**src/rtl/regfile_wb_pkg.sv**
```systemverilog
// rtl/regfile_wb_pkg.sv - shared widths, defaults and entry type for the writeback queue
package regfile_wb_pkg;

  localparam int REG_ADDR_W = 5;
  localparam int XLEN_DEF   = 32;
  localparam int DEPTH_DEF  = 4;

  // Default-width queue entry; the top builds the same shape at its own XLEN.
  typedef struct packed {
    logic [REG_ADDR_W-1:0] rd;
    logic [XLEN_DEF-1:0]   data;
  } wb_entry_t;

endpackage

```
**src/rtl/regfile_writeback_if.sv**
```systemverilog
// rtl/regfile_writeback_if.sv - result sources, register-file write port and hazard query bundle
interface regfile_writeback_if
  import regfile_wb_pkg::*;
#(
  parameter int XLEN = XLEN_DEF
);

  logic                  alu_valid;
  logic                  alu_ready;
  logic [REG_ADDR_W-1:0] alu_rd;
  logic [XLEN-1:0]       alu_data;

  logic                  ld_valid;
  logic                  ld_ready;
  logic [REG_ADDR_W-1:0] ld_rd;
  logic [XLEN-1:0]       ld_data;

  logic [REG_ADDR_W-1:0] rd;
  logic [XLEN-1:0]       data_in;
  logic                  RegWrite;

  logic [REG_ADDR_W-1:0] chk_rs1;
  logic [REG_ADDR_W-1:0] chk_rs2;
  logic                  pend_rs1;
  logic                  pend_rs2;

  // Producer / decode side of the bundle.
  modport master (
    output alu_valid, alu_rd, alu_data,
    output ld_valid, ld_rd, ld_data,
    output chk_rs1, chk_rs2,
    input  alu_ready, ld_ready,
    input  rd, data_in, RegWrite,
    input  pend_rs1, pend_rs2
  );

  // Writeback block side of the bundle.
  modport slave (
    input  alu_valid, alu_rd, alu_data,
    input  ld_valid, ld_rd, ld_data,
    input  chk_rs1, chk_rs2,
    output alu_ready, ld_ready,
    output rd, data_in, RegWrite,
    output pend_rs1, pend_rs2
  );

endinterface

```
**src/rtl/wb_fifo.sv**
```systemverilog
// rtl/wb_fifo.sv - circular writeback queue exposing every slot for hazard lookup
module wb_fifo
  import regfile_wb_pkg::*;
#(
  parameter type entry_t = wb_entry_t,
  parameter int  DEPTH   = DEPTH_DEF
) (
  input  logic                   clk,
  input  logic                   rst_n,
  input  logic                   push,
  input  logic                   pop,
  input  entry_t                 wdata,
  output entry_t                 head,
  output logic                   full,
  output logic                   empty,
  output entry_t [DEPTH-1:0]     entries,
  output logic   [DEPTH-1:0]     valid
);

  localparam int PTR_W = $clog2(DEPTH);
  localparam int CNT_W = PTR_W + 1;

  entry_t [DEPTH-1:0] mem;
  logic   [PTR_W-1:0] wr_ptr;
  logic   [PTR_W-1:0] rd_ptr;
  logic   [CNT_W-1:0] count;
  logic               do_push;
  logic               do_pop;
  logic   [PTR_W-1:0] offset;

  assign full    = (count == CNT_W'(DEPTH));
  assign empty   = (count == '0);
  assign do_push = push && !full;
  assign do_pop  = pop && !empty;
  assign head    = mem[rd_ptr];
  assign entries = mem;

  // Slot storage; contents are qualified by valid so it needs no reset.
  always_ff @(posedge clk) begin
    if (do_push) begin
      mem[wr_ptr] <= wdata;
    end
  end

  // Pointers wrap naturally at DEPTH (power of two); count holds on push+pop.
  always_ff @(posedge clk or negedge rst_n) begin
    if (!rst_n) begin
      wr_ptr <= '0;
      rd_ptr <= '0;
      count  <= '0;
    end else begin
      if (do_push) wr_ptr <= wr_ptr + 1'b1;
      if (do_pop)  rd_ptr <= rd_ptr + 1'b1;
      case ({do_push, do_pop})
        2'b10:   count <= count + 1'b1;
        2'b01:   count <= count - 1'b1;
        default: count <= count;
      endcase
    end
  end

  // A slot is live when its distance from the read pointer is below count.
  always_comb begin
    valid  = '0;
    offset = '0;
    for (int i = 0; i < DEPTH; i++) begin
      offset   = PTR_W'(i) - rd_ptr;
      valid[i] = (CNT_W'(offset) < count);
    end
  end

endmodule

```
**src/rtl/regfile_writeback.sv**
```systemverilog
// rtl/regfile_writeback.sv - arbitrates ALU/load results into a queue and drives the register-file write port
module regfile_writeback
  import regfile_wb_pkg::*;
#(
  parameter int XLEN  = XLEN_DEF,
  parameter int DEPTH = DEPTH_DEF
) (
  input  logic                 clk,
  input  logic                 rst_n,
  regfile_writeback_if.slave   bus
);

  typedef struct packed {
    logic [REG_ADDR_W-1:0] rd;
    logic [XLEN-1:0]       data;
  } entry_t;

  entry_t                  push_entry;
  entry_t                  head;
  entry_t [DEPTH-1:0]      entries;
  logic   [DEPTH-1:0]      valid;
  logic                    full;
  logic                    empty;
  logic                    push;
  logic                    pop;
  logic                    ld_fire;
  logic                    alu_fire;
  logic                    ld_ready;
  logic                    alu_ready;
  logic                    we_q;
  logic [REG_ADDR_W-1:0]   rd_q;
  logic [XLEN-1:0]         data_q;
  logic                    pend1;
  logic                    pend2;

  // Ready depends only on occupancy, so a pop never frees a slot in the same cycle.
  assign ld_ready  = rst_n && !full;
  assign alu_ready = rst_n && !full && !bus.ld_valid;
  assign ld_fire   = bus.ld_valid && ld_ready;
  assign alu_fire  = bus.alu_valid && alu_ready;
  assign pop       = !empty;

  // Load wins; writes to x0 complete the handshake but never reach the queue.
  always_comb begin
    push       = 1'b0;
    push_entry = '0;
    if (ld_fire) begin
      push_entry = '{rd: bus.ld_rd, data: bus.ld_data};
      push       = (bus.ld_rd != '0);
    end else if (alu_fire) begin
      push_entry = '{rd: bus.alu_rd, data: bus.alu_data};
      push       = (bus.alu_rd != '0);
    end
  end

  wb_fifo #(
    .entry_t (entry_t),
    .DEPTH   (DEPTH)
  ) u_fifo (
    .clk     (clk),
    .rst_n   (rst_n),
    .push    (push),
    .pop     (pop),
    .wdata   (push_entry),
    .head    (head),
    .full    (full),
    .empty   (empty),
    .entries (entries),
    .valid   (valid)
  );

  // Output stage: present the head for one cycle; address/data hold when idle.
  always_ff @(posedge clk or negedge rst_n) begin
    if (!rst_n) begin
      we_q   <= 1'b0;
      rd_q   <= '0;
      data_q <= '0;
    end else begin
      we_q <= pop;
      if (pop) begin
        rd_q   <= head.rd;
        data_q <= head.data;
      end
    end
  end

  // Hazard compare against queued slots and the write currently being presented.
  always_comb begin
    pend1 = 1'b0;
    pend2 = 1'b0;
    for (int i = 0; i < DEPTH; i++) begin
      if (valid[i] && entries[i].rd == bus.chk_rs1) pend1 = 1'b1;
      if (valid[i] && entries[i].rd == bus.chk_rs2) pend2 = 1'b1;
    end
    if (we_q && rd_q == bus.chk_rs1) pend1 = 1'b1;
    if (we_q && rd_q == bus.chk_rs2) pend2 = 1'b1;
    if (bus.chk_rs1 == '0) pend1 = 1'b0;
    if (bus.chk_rs2 == '0) pend2 = 1'b0;
  end

  assign bus.ld_ready  = ld_ready;
  assign bus.alu_ready = alu_ready;
  assign bus.RegWrite  = we_q;
  assign bus.rd        = rd_q;
  assign bus.data_in   = data_q;
  assign bus.pend_rs1  = pend1;
  assign bus.pend_rs2  = pend2;

endmodule

```
**src/flat_wrapper.sv**
```systemverilog
// flat-port wrapper written by rule: the top's interface ports become plain ports
module regfile_writeback_flat import regfile_wb_pkg::*;
#(
  parameter int XLEN  = XLEN_DEF,
  parameter int DEPTH = DEPTH_DEF
)
  (clk, rst_n, bus_alu_valid, bus_alu_rd, bus_alu_data, bus_ld_valid, bus_ld_rd, bus_ld_data, bus_chk_rs1, bus_chk_rs2, bus_alu_ready, bus_ld_ready, bus_rd, bus_data_in, bus_RegWrite, bus_pend_rs1, bus_pend_rs2);
  regfile_writeback_if #(.XLEN(XLEN)) bus_i ();
  input  logic clk;
  input  logic rst_n;
  input wire logic [$bits(bus_i.alu_valid)-1:0] bus_alu_valid;
  input wire logic [$bits(bus_i.alu_rd)-1:0] bus_alu_rd;
  input wire logic [$bits(bus_i.alu_data)-1:0] bus_alu_data;
  input wire logic [$bits(bus_i.ld_valid)-1:0] bus_ld_valid;
  input wire logic [$bits(bus_i.ld_rd)-1:0] bus_ld_rd;
  input wire logic [$bits(bus_i.ld_data)-1:0] bus_ld_data;
  input wire logic [$bits(bus_i.chk_rs1)-1:0] bus_chk_rs1;
  input wire logic [$bits(bus_i.chk_rs2)-1:0] bus_chk_rs2;
  output wire logic [$bits(bus_i.alu_ready)-1:0] bus_alu_ready;
  output wire logic [$bits(bus_i.ld_ready)-1:0] bus_ld_ready;
  output wire logic [$bits(bus_i.rd)-1:0] bus_rd;
  output wire logic [$bits(bus_i.data_in)-1:0] bus_data_in;
  output wire logic [$bits(bus_i.RegWrite)-1:0] bus_RegWrite;
  output wire logic [$bits(bus_i.pend_rs1)-1:0] bus_pend_rs1;
  output wire logic [$bits(bus_i.pend_rs2)-1:0] bus_pend_rs2;
  assign bus_i.alu_valid = bus_alu_valid;
  assign bus_i.alu_rd = bus_alu_rd;
  assign bus_i.alu_data = bus_alu_data;
  assign bus_i.ld_valid = bus_ld_valid;
  assign bus_i.ld_rd = bus_ld_rd;
  assign bus_i.ld_data = bus_ld_data;
  assign bus_i.chk_rs1 = bus_chk_rs1;
  assign bus_i.chk_rs2 = bus_chk_rs2;
  assign bus_alu_ready = bus_i.alu_ready;
  assign bus_ld_ready = bus_i.ld_ready;
  assign bus_rd = bus_i.rd;
  assign bus_data_in = bus_i.data_in;
  assign bus_RegWrite = bus_i.RegWrite;
  assign bus_pend_rs1 = bus_i.pend_rs1;
  assign bus_pend_rs2 = bus_i.pend_rs2;
  regfile_writeback #(.XLEN(XLEN), .DEPTH(DEPTH)) u_core (.clk(clk), .rst_n(rst_n), .bus(bus_i));
endmodule
```
**config.mk**
```make
export PLATFORM = sky130hd
export DESIGN_NAME = regfile_writeback_flat
export DESIGN_NICKNAME = d
export VERILOG_FILES = /design/src/rtl/regfile_wb_pkg.sv /design/src/rtl/regfile_writeback_if.sv /design/src/rtl/wb_fifo.sv /design/src/rtl/regfile_writeback.sv /design/src/flat_wrapper.sv
export SDC_FILE = /design/constraint.sdc
export NUM_CORES = 1
export LEC_CHECK = 0
export CAP_MARGIN = 10
export CORE_AREA = 4 4 130 132
export DETAILED_ROUTE_END_ITERATION = 8
export DIE_AREA = 0 0 134 136
export GPL_TIMING_DRIVEN = 0
export PLACE_DENSITY = 0.79
export SLEW_MARGIN = 40
export SYNTH_ARGS = -nofsm -noshare
export SYNTH_HDL_FRONTEND = slang
export SYNTH_SLANG_ARGS = --single-unit
```
**constraint.sdc**
```tcl
create_clock -name clk -period 3.1 [get_ports clk]
set_input_delay 0.465 -clock clk [delete_from_list [all_inputs] [get_ports clk]]
set_output_delay 0.465 -clock clk [all_outputs]
set_load 0.02 [all_outputs]
```
**Word-level counts from Yosys, hierarchy flattened**

Cells that the tools add are included.

- Muxes and demuxes: 22
- $add $sub $neg: 8
- Reductions and logical operators: 25
- Equality and inequality tests: 13
- Order comparisons: 7

Operator list:

| cell | count |
|---|---|
| $bwmux W148 | 1 |
| $mux W37 | 4 |
| $bmux W37 S2 | 1 |
| $demux W37 S2 | 1 |
| $eq A5 B5 Y1 | 10 |
| $logic_and A1 B1 Y1 | 16 |
| $mux W1 | 14 |
| $lt A2 B3 Y1 | 4 |
| $logic_not A5 Y1 | 2 |
| $reduce_bool A5 Y1 | 2 |
| $lt A2 B3 Y1 const B | 2 |
| $pmux W3 S2 | 1 |
| $add A2 B1 Y2 const B | 2 |
| $sub A1 B2 Y2 const A | 2 |
| $sub A2 B2 Y2 const A | 2 |
| $add A3 B1 Y3 const B | 1 |
| $eq A3 B3 Y1 const B | 1 |
| $logic_not A1 Y1 | 3 |
| $logic_not A3 Y1 | 1 |
| $sub A3 B1 Y3 const B | 1 |
| $eq A2 B1 Y1 const B | 1 |
| $eq A2 B2 Y1 const B | 1 |
| $ge A2 B1 Y1 const B | 1 |
| $reduce_bool A2 Y1 | 1 |

- Register bits after elaboration: 193
- Input bits: 88

**Longest topological paths before layout**

- Word-level depth: 10
- Depth in mapped cells: 10
- Depth with buffers taken out: 8

**Cells and area by module**

Synthesis repeated with hierarchy kept, for this count alone.

- Cell total of the unflattened synthesis: 472
- Area total of the unflattened synthesis: 8434.3 µm²

By module, submodules not included:

| module | cells an instance | area an instance (µm²) | times used |
|---|---|---|---|
| wb_fifo | 250 | 5915.7 | 1 |
| regfile_writeback | 222 | 2518.7 | 1 |

**Least setup slack after synthesis**

OpenSTA, ideal clock, no wires.

- Kind: reg2out
- From: reg u_core.u_fifo.rd_ptr[0]
- To: out bus_pend_rs1
- Path buffers: 2
- Cell stages (with the launch flop): 11
- Setup slack: 0.333 ns
- Data arrival time: 2.302 ns
- Cells stage by stage: dfrtp_1 > clkbuf_1 > buf_2 > xor2_1 > inv_1 > ha_1 > nor2b_1 > a22o_1 > nor4_1 > nor4_1 > a21oi_1

- Longest elaborated chain between the ends: 9
- Elaborated cells on any way between the ends: 18
- Classes of those cells: 4 x add/sub; 4 x order compare; 6 x mux; 4 x reduce/logical

Ends and longest elaborated chain:

| item | RTL line | text |
|---|---|---|
| start: declaration | wb_fifo.sv:25 | `logic [PTR_W-1:0] rd_ptr;` |
| start signal: assignment | wb_fifo.sv:53 | `if (do_pop) rd_ptr <= rd_ptr + 1'b1;` |
| $sub A1 B2 Y2 | wb_fifo.sv:67 | `offset = PTR_W'(i) - rd_ptr;` |
| $lt A2 B3 Y1 | wb_fifo.sv:68 | `valid[i] = (CNT_W'(offset) < count);` |
| $logic_and A1 B1 Y1 | regfile_writeback.sv:92 | `if (valid[i] && entries[i].rd == bus.chk_rs1) pend1 = 1'b1;` |
| $mux W1 (3 in series) | regfile_writeback.sv:92 |  |
| $mux W1 (*) | regfile_writeback.sv:92 |  |
| $mux W1 (*) | regfile_writeback.sv:95 | `if (we_q && rd_q == bus.chk_rs1) pend1 = 1'b1;` |
| $mux W1 (*) | regfile_writeback.sv:97 | `if (bus.chk_rs1 == '0) pend1 = 1'b0;` |
| end: declaration | flat_wrapper.sv:24 | `output wire logic [$bits(bus_i.pend_rs1)-1:0] bus_pend_rs1;` |

Mark *: on every way between the ends. The rest lies on a longest branch, timed or not.

**Worst setup path after layout**

- From: reg u_core.u_fifo.rd_ptr[1]
- To: out bus_pend_rs2

- Longest elaborated chain between the ends: 9
- Elaborated cells on any way between the ends: 18
- Classes of those cells: 4 x add/sub; 4 x order compare; 6 x mux; 4 x reduce/logical

Ends and longest elaborated chain:

| item | RTL line | text |
|---|---|---|
| $sub A1 B2 Y2 | wb_fifo.sv:67 |  |
| $lt A2 B3 Y1 | wb_fifo.sv:68 |  |
| $logic_and A1 B1 Y1 | regfile_writeback.sv:93 | `if (valid[i] && entries[i].rd == bus.chk_rs2) pend2 = 1'b1;` |
| $mux W1 (3 in series) | regfile_writeback.sv:93 |  |
| $mux W1 (*) | regfile_writeback.sv:93 |  |
| $mux W1 (*) | regfile_writeback.sv:96 | `if (we_q && rd_q == bus.chk_rs2) pend2 = 1'b1;` |
| $mux W1 (*) | regfile_writeback.sv:98 | `if (bus.chk_rs2 == '0) pend2 = 1'b0;` |
| end: declaration | flat_wrapper.sv:25 | `output wire logic [$bits(bus_i.pend_rs2)-1:0] bus_pend_rs2;` |

Marks and branches as above.

==> impl_metrics.toml <==
[grt]
antenna_found_initial = 0
groute.usage.overall_pct = 20.9
grt_pass1_vias = 5162
grt_pass1_wl_um = 28400
grt-ovfl-total = 0
grt_start_max_net_pins = 39

[synthesis]
yosysUniqueCellTypes = 40
synth_flop_cell = "edfxtp_1"
synth_top_area_cell = "edfxtp_1"
yosysSeqAreaShare_pct = 66.9
syn_area_per_cell_um2 = 17.5
synth_cells = 477
synth_edf_count = 148
netlist_top_cells_area = "edfxtp_1, dfrtp_1, mux4_2"
netlist.area_leader.share_pct = 53.3
ys_warn_count = 0
syn-num-nets = 574
postSynth.asyncResetShare_pct = 23.3
ys_ff_latch = 193
syn_area_um2 = 8330

[min_path]
hp-class = "primary input to asynchronous set/reset pin"

[setup_path]
crit_path_end_kind = "output port"
required_ns = 2.63
cp_max_fo = 5
crit_type = "flip-flop to output port"
critPathLaunchType = "flip-flop"
cp.arrival_ns = 2.68

[detailed_routing]
totalWireLength_um = 18800
viasPerCell = 5.76
num_vias = 4956
first_iter_violations = 356
routedWlPerCell_um = 21.8
drc = 0
antenna_left = 0
firstDrtPassIters = 5

[final_layout]
nets = 729
design_area_um2 = 10600
fillers = 1024
layout_commonest_cell = "edfxtp_1"
syn_to_final_growth_pct = 27.8
utilization_pct = 67.8
drive_above_1_share_pct = 23.1
layout_common_cells = "edfxtp_1, clkdlybuf4s50_1, dfrtp_1"
fin_cells = 861
num_antenna_cells = 0

[floorplan]
die_x_um = 134
core_area_um2 = 15700
ios = 130
start_util_pct = 53.0
die_height_um = 136
die_area_um2 = 18200
rows = 46

[power_and_ir_drop]
powerDensity_nw_per_um2 = 911
p_total_mw = 9.70
irDropWorstVdd_mv = 0.491
leakagePower_nw = 3.78

[cts]
insertion_delay_ns = 0.43
h-tree-depth = 4
cts.sinks = 193
clock_path_buffers = 2
clock-root-buffer = "clkbuf_16"
cts_tree = "yes"
cts_buffers = 17
path_clk_slew_ns = 0.07

[placed_design]
hpwl_um = 12400
place_inst = 817
place.port_buffers = 119
post_dp_cell_area_um2 = 9900
gp_congestion = 0.896

[timing]
fin_skew_ns = 0.00784
post-route-period-util_pct = 102
max_freq_mhz = 318
rsz0062_at_grt = "true"
tightest_slew_ns = 0.720
period_needed_ns = 3.15
setup_ws_ns = -0.0486
relSlewSlack_pct = 52.0
hold_viol = 0
setup_viol = 1
slew_violations = 0
holdWs_ns = 0.0228

[job]
max-cap-violations = 0

[status]
failed_checks = "setup timing"
status = "complete, but fails checks"
-- synth_stat cells, drive strengths merged (6+ instances only) --
cell type,instances
a22o,38
buf,9
clkbuf,23
dfrtp,45
edfxtp,148
ha,8
inv,8
mux2,37
mux4,37
nand2,8
nand3,6
nor2,7
nor4,10
xnor2,26
xor2,28
-- per-layer routing --
layer	up-vias	global-route usage, %	share of wire (%)	routed length (um)
met5	-	0	0	0
met4	0	5.09	1.3	238
met3	26	4.52	6.8	1280
met2	227	35.7	50	9360
met1	2525	27.9	42	7920
li1	2178	-	-	-
-- layout make-up --
| cell class | count | area [um^2] | area share, % |
|---|---|---|---|
| inverters | 8 | 30.0 | 0.282 |
| clock buffers | 17 | 425 | 4.00 |
| well taps | 216 | 270 | 2.54 |
| multi-input cells | 244 | 2670 | 25.0 |
| repair buffers | 137 | 1380 | 13.0 |
| clock inverters | 15 | 139 | 1.30 |
| plain buffers | 31 | 160 | 1.50 |
| flip-flops and latches | 193 | 5570 | 52.3 |
-- timing repair --
action	CTS	global route
hold buffers	1	0
buffers inserted	2	10
gates resized for setup	21	8
setup endpoints to repair	2	2
endpoints found under the hold margin	10	0
pin swaps	4	5
-- flip-flops by register name, indices dropped and copies added (netlist names) --
signal	flops
u_core.bus.rd	5
u_core.bus.data_in	32
u_core.bus.RegWrite	1
u_core.u_fifo.entries	148
u_core.u_fifo.count	3
u_core.u_fifo.wr_ptr	2
u_core.u_fifo.rd_ptr	2
-- power by group --
| part | leakage, nW | switching, mW | internal [mW] |
|---|---|---|---|
| Sequential | 1.90 | 0.359 | 3.47 |
| Combinational | 1.61 | 1.81 | 1.97 |
| Clock | 0.277 | 1.03 | 1.07 |
-- logic make-up after synthesis --
kind of cell / share of synthesized area (%)
AND/OR/NAND/NOR: 3.69
multiplexers: 15.1
flip-flops: 66.9
adder cells (fa/ha/maj): 1.44
AO/OA/AOI/OAI: 5.26
XOR/XNOR: 5.68
buffers and inverters: 1.95
-- stage by stage --
| stage | setup WS, ns | setup TNS, ns |
|---|---|---|
| 2_1_floorplan | 0.333 | 0 |
| 3_3_place_gp | -2.69 | -654.76 |
| 3_5_place_dp | -0.515 | -1.01 |
| 4_1_cts | 0.00125 | 0 |
| 5_1_grt | -0.148 | -0.180 |
| 6_report | -0.0486 | -0.0486 |
-- critical path: stages, from the launching register on --
cell	delay, ns
dfrtp_2	0.43
buf_12	0.14
buf_4	0.13
inv_1	0.07
ha_1	0.25
a21boi_0	0.14
o21a_1	0.21
nor4_1	0.45
nor4_2	0.08
a21oi_1	0.18
buf_4	0.17
-- path summary, 6_finish.rpt --
kind,depth (start not counted),from,slack (ns),to
worst min-delay path,2,rst_n,0.02,u_core.bus.data_in[30]
max in group asynchronous,2,rst_n,2.10,u_core.bus.data_in[16]
worst max register to register,10,u_core.u_fifo.count[0],0.50,u_core.u_fifo.count[2]
min in group clk,1,u_core.bus.data_in[4],0.51,u_core.bus.data_in[4]
worst min register to register,1,u_core.bus.data_in[4],0.51,u_core.bus.data_in[4]
worst max-delay path,10,u_core.u_fifo.rd_ptr[1],-0.05,bus_pend_rs2
No activity file was read; power rests on OpenSTA's default activity.
